## src/rtl/channel_buffer.sv

```systemverilog
// Elastic buffer between two 2-phase (toggle) req/ack flit channels.
// Accepted flits queue in a DEPTH-entry FIFO and are re-issued in order downstream.
module channel_buffer #(
  parameter int ID   = 0,
  parameter int SIZE = 8,
  parameter int ADDR = 2
) (
  input  logic            clk,
  input  logic            reset,
  input  logic            in_req,
  output logic            in_ack,
  input  logic [SIZE-1:0] in_data,
  output logic            out_req,
  input  logic            out_ack,
  output logic [SIZE-1:0] out_data,
  output logic [ADDR:0]   count,
  output logic [7:0]      delivered
);

  localparam int DEPTH = 1 << ADDR;

  logic [SIZE-1:0] mem [DEPTH];

  logic [ADDR-1:0] wr_ptr_q, wr_ptr_d;
  logic [ADDR-1:0] rd_ptr_q, rd_ptr_d;
  logic [ADDR:0]   count_q, count_d;
  logic            in_ack_q, in_ack_d;
  logic            out_req_q, out_req_d;
  logic [SIZE-1:0] out_data_q, out_data_d;
  logic [7:0]      delivered_q, delivered_d;
  logic            wait_q, wait_d;

  logic in_pending, out_busy, full, pop, accept, ack_done;

  // wait_q marks an issued flit whose ack has not been consumed yet; the
  // launch of the next flit is held off until the cycle after that ack.
  always_comb begin
    in_pending = in_req ^ in_ack_q;
    out_busy   = out_req_q ^ out_ack;
    full       = count_q[ADDR];
    ack_done   = wait_q & ~out_busy;
    pop        = ~wait_q & (count_q != '0);
    accept     = in_pending & (~full | pop);
  end

  always_comb begin
    wr_ptr_d    = wr_ptr_q;
    rd_ptr_d    = rd_ptr_q;
    count_d     = count_q;
    in_ack_d    = in_ack_q;
    out_req_d   = out_req_q;
    out_data_d  = out_data_q;
    delivered_d = delivered_q;
    wait_d      = wait_q;

    if (accept) begin
      wr_ptr_d = wr_ptr_q + 1'b1;
      in_ack_d = ~in_ack_q;
    end

    if (pop) begin
      rd_ptr_d   = rd_ptr_q + 1'b1;
      out_data_d = mem[rd_ptr_q];
      out_req_d  = ~out_req_q;
      wait_d     = 1'b1;
    end else if (ack_done) begin
      wait_d = 1'b0;
      if (delivered_q != 8'hFF) begin
        delivered_d = delivered_q + 8'd1;
      end
    end

    case ({accept, pop})
      2'b10:   count_d = count_q + 1'b1;
      2'b01:   count_d = count_q - 1'b1;
      default: count_d = count_q;
    endcase
  end

  // Storage is not reset; a same-edge write and read of one slot returns the old flit.
  always_ff @(posedge clk) begin
    if (accept) begin
      mem[wr_ptr_q] <= in_data;
    end
  end

  always_ff @(posedge clk or posedge reset) begin
    if (reset) begin
      wr_ptr_q    <= '0;
      rd_ptr_q    <= '0;
      count_q     <= '0;
      in_ack_q    <= 1'b0;
      out_req_q   <= 1'b0;
      out_data_q  <= '0;
      delivered_q <= '0;
      wait_q      <= 1'b0;
    end else begin
      wr_ptr_q    <= wr_ptr_d;
      rd_ptr_q    <= rd_ptr_d;
      count_q     <= count_d;
      in_ack_q    <= in_ack_d;
      out_req_q   <= out_req_d;
      out_data_q  <= out_data_d;
      delivered_q <= delivered_d;
      wait_q      <= wait_d;
    end
  end

  assign in_ack    = in_ack_q;
  assign out_req   = out_req_q;
  assign out_data  = out_data_q;
  assign count     = count_q;
  assign delivered = delivered_q;

endmodule

```

## config.mk

```make
export PLATFORM = sky130hd
export DESIGN_NAME = channel_buffer
export DESIGN_NICKNAME = d
export VERILOG_FILES = /design/src/rtl/channel_buffer.sv
export SDC_FILE = /design/constraint.sdc
export NUM_CORES = 1
export LEC_CHECK = 0
export CAP_MARGIN = 20
export CORE_MARGIN = 2
export CORE_UTILIZATION = 40
export DETAILED_ROUTE_END_ITERATION = 6
export MAX_ROUTING_LAYER = met4
export PLACE_DENSITY = 0.73
export SLEW_MARGIN = 20
export SYNTH_ARGS = -nofsm -noshare
export SYNTH_HDL_FRONTEND = slang
export SYNTH_SLANG_ARGS = --single-unit
export TNS_END_PERCENT = 5
```

## constraint.sdc

```tcl
create_clock -name clk -period 2.1 [get_ports clk]
set_input_delay 0.315 -clock clk [delete_from_list [all_inputs] [get_ports clk]]
set_output_delay 0.315 -clock clk [all_outputs]
set_load 0.02 [all_outputs]
```

==> results.cfg <==
[run_status]
status = complete, no violations

[floorplan]
core_area_sq_um = 5850
start_util = 0.411
rows = 28
dieArea_sq_um = 6650
die_h_um = 81.6
ioPinCount = 33
die_x_um = 81.6

[yosys]
syn_nets = 164
avgSynthCellArea_sq_um = 16.6
netlist_instances = 145
synth.yosys.seq_area_share = 0.670
syn_area_sq_um = 2410
synth_top_cell_by_area = edfxtp_1
synth_most_common_cell = edfxtp_1
synth_ff_type = edfxtp_1
yosys-top-cells-count = edfxtp_1, dfrtp_1, mux2_2
synthTopCellsByArea = edfxtp_1, dfrtp_1, mux4_2, mux2_2, ha_1
synthDistinctLibCells = 31
yosys_warnings = 0
synth_edf_count = 32
synth_top_area_share = 0.399
synthArstFlopShare = 0.448
ys_ff_latch = 58

[clock_network]
cts-htree-levels = 3
cts.clk_slew.worst_paths_ns = 0.06
cts_buffer_depth = 2
clock_latency_ns = 0.33
ctsResizeCount = 0
cts_root_buf = clkbuf_8
post-cts-setup-buffers = 0
cts_hold_buf = 0
cts_tree = yes
cts_made_buffers = 9
cts_sinks = 58

[routing]
ant_nets = 0
vias = 1367
drc_errors = 0
wl_per_cell_um = 14.8
dr.pass1.iters = 4
first_iter_violations = 49
drt-total-wl_um = 4050
viasPerCell = 4.99

[global_routing]
grt_max_degree = 27
grtUsageTotal = 0.145
antenna_found_initial = 0
grt_pass1_wl_um = 6530
gr-total-overflow = 0
grt_pass1_vias = 1359

[setup_path]
cp_slowest_cell = clkdlybuf4s50_1
arrival_ns = 2.02
slowest_delay_ns = 0.49
crit_path_end_kind = register
crit_start = in_req
cp_max_fo = 2
crit_required_ns = 2.36
reg2reg_from = in_ack
crit_type = input port to register
start_kind = input port
r2r_slack_ns = 0.39
rr_endpoint = count[2]
cp_cell_sequence = clkdlybuf4s50_1 > xnor2_1 > a21oi_1 > inv_1 > ha_1 > inv_1 > fa_1 > xor2_1 > nor2_1 > xor2_1
reg2reg_depth = 9

[final_layout]
final_cells = 274
syn_to_final_growth_pct = 27.9
insertedDiodeCount = 0
drive_gt1_frac = 0.231
fillers = 495
multi_input_area_sq_um = 742
seq_area_sq_um = 1610
final_area_sq_um = 3080
nets = 213

[place]
dp_cells = 258
dp_hpwl_um = 2720
placed_cell_area_sq_um = 2920
port_buffers = 32
place_congestion = 0.749

[timing]
worst_hold_slack_ns = 0.345
relSlewSlack = 0.704
grt_setup_unrepaired = no
setup_violations = 0
min_period_ns = 1.76
timing.final.crit_share = 0.840
clock-skew-final_ns = 0.00904
final_max_slew_viol_count = 0
fmax_mhz = 567
hold_violations = 0
worst_pin_slew_ns = 0.445
fin_setup_tns_ns = 0

[power_and_ir_drop]
peakVddDrop_v = 0.000795
power_density_nw_per_um2 = 1550
p_leak_nw = 1.18

[job]
maxCapViolCount = 0

[min_path]
hold_class = input port to asynchronous set/reset pin
[how the worst max path moves through the flow]
stage                to  slack, ns
6_report       count[2]       0.34
5_1_grt        count[2]       0.21
4_1_cts        count[2]       0.33
3_5_place_dp   count[2]      -0.02
3_3_place_gp   count[2]      0.007
2_1_floorplan  count[2]       0.05
[power by group]
part	internal, W	total [W]	switching (W)
Combinational	0.00110	0.00202	0.000921
Clock	0.000417	0.000834	0.000417
Sequential	0.00162	0.00191	0.000288
Total	0.00314	0.00476	0.00163
[routing by layer]
metal / wire length, um / vias up / track usage
li1: - / 634 / -
met1: 1720 / 680 / 0.171
met2: 2050 / 43 / 0.221
met3: 198 / 10 / 0.0495
met4: 81 / 0 / 0.0763
met5: 0 / - / -
[area by class of cell]
cell class,instances,area share
repair buffers,41,0.142
inverters,8,0.00976
multi-input cells,76,0.241
well taps,75,0.0305
clock buffers,10,0.0415
flip-flops and latches,58,0.524
clock inverters,6,0.0110
[state kept, by name (all words and copies together), names as in the netlist]
signal,count
out_req,1
out_data,8
rd_ptr_q,2
wait_q,1
delivered,8
mem,32
in_ack,1
count,3
wr_ptr_q,2
[per-stage QoR]
step                      total power (W)  utilization  worst slack [ns]
after detailed placement          0.00399        0.498           -0.0187
after floorplan                   0.00316            -            0.0479
final                             0.00476        0.526             0.337
after global placement            0.00392        0.498           0.00666
after CTS                         0.00484        0.526             0.331
after global routing              0.00509        0.526             0.215
[kinds of logic (layout without fill, tap and decap cells)]
kind of cell | Yosys count | after routing | synth area share
compound gates | 5 | 5 | 0.0125
simple gates | 31 | 31 | 0.0702
fa+ha+maj | 7 | 7 | 0.0395
buf+inv | 11 | 65 | 0.0218
mux | 22 | 22 | 0.143
xor+xnor | 11 | 11 | 0.0432
flops | 58 | 58 | 0.670
[critical path: cells and delay by family]
family                     cells  cell delay (ns)
AOI/OAI and AO/OA              1             0.07
and+or+nand+nor                1             0.11
adders and majority gates      2             0.52
buffers and inverters          3             0.60
xor gates and xnor gates       3             0.42
[layout by cell type, fill, tap and decap left out, drive strengths merged]
master / netlist / final
clkbuf: 1 / 10
and2: 4 / 4
ha: 6 / 6
and4: 2 / 2
dfrtp: 26 / 26
o21a: 1 / 1
nand3: 4 / 4
inv: 8 / 8
mux4: 8 / 8
a21oi: 2 / 2
clkdlybuf4s50: 0 / 32
clkinvlp: 0 / 1
a21o: 1 / 1
nor2: 4 / 4
xor2: 5 / 5
nand4: 2 / 2
xnor2: 6 / 6
nand2b: 1 / 1
nor4: 1 / 1
buf: 2 / 9
nand2: 9 / 9
o21ai: 1 / 1
clkinv: 0 / 5
mux2i: 1 / 1
edfxtp: 32 / 32
fa: 1 / 1
mux2: 13 / 13
nor3: 2 / 2
and3: 2 / 2
Power figures use the tool's default switching activity.
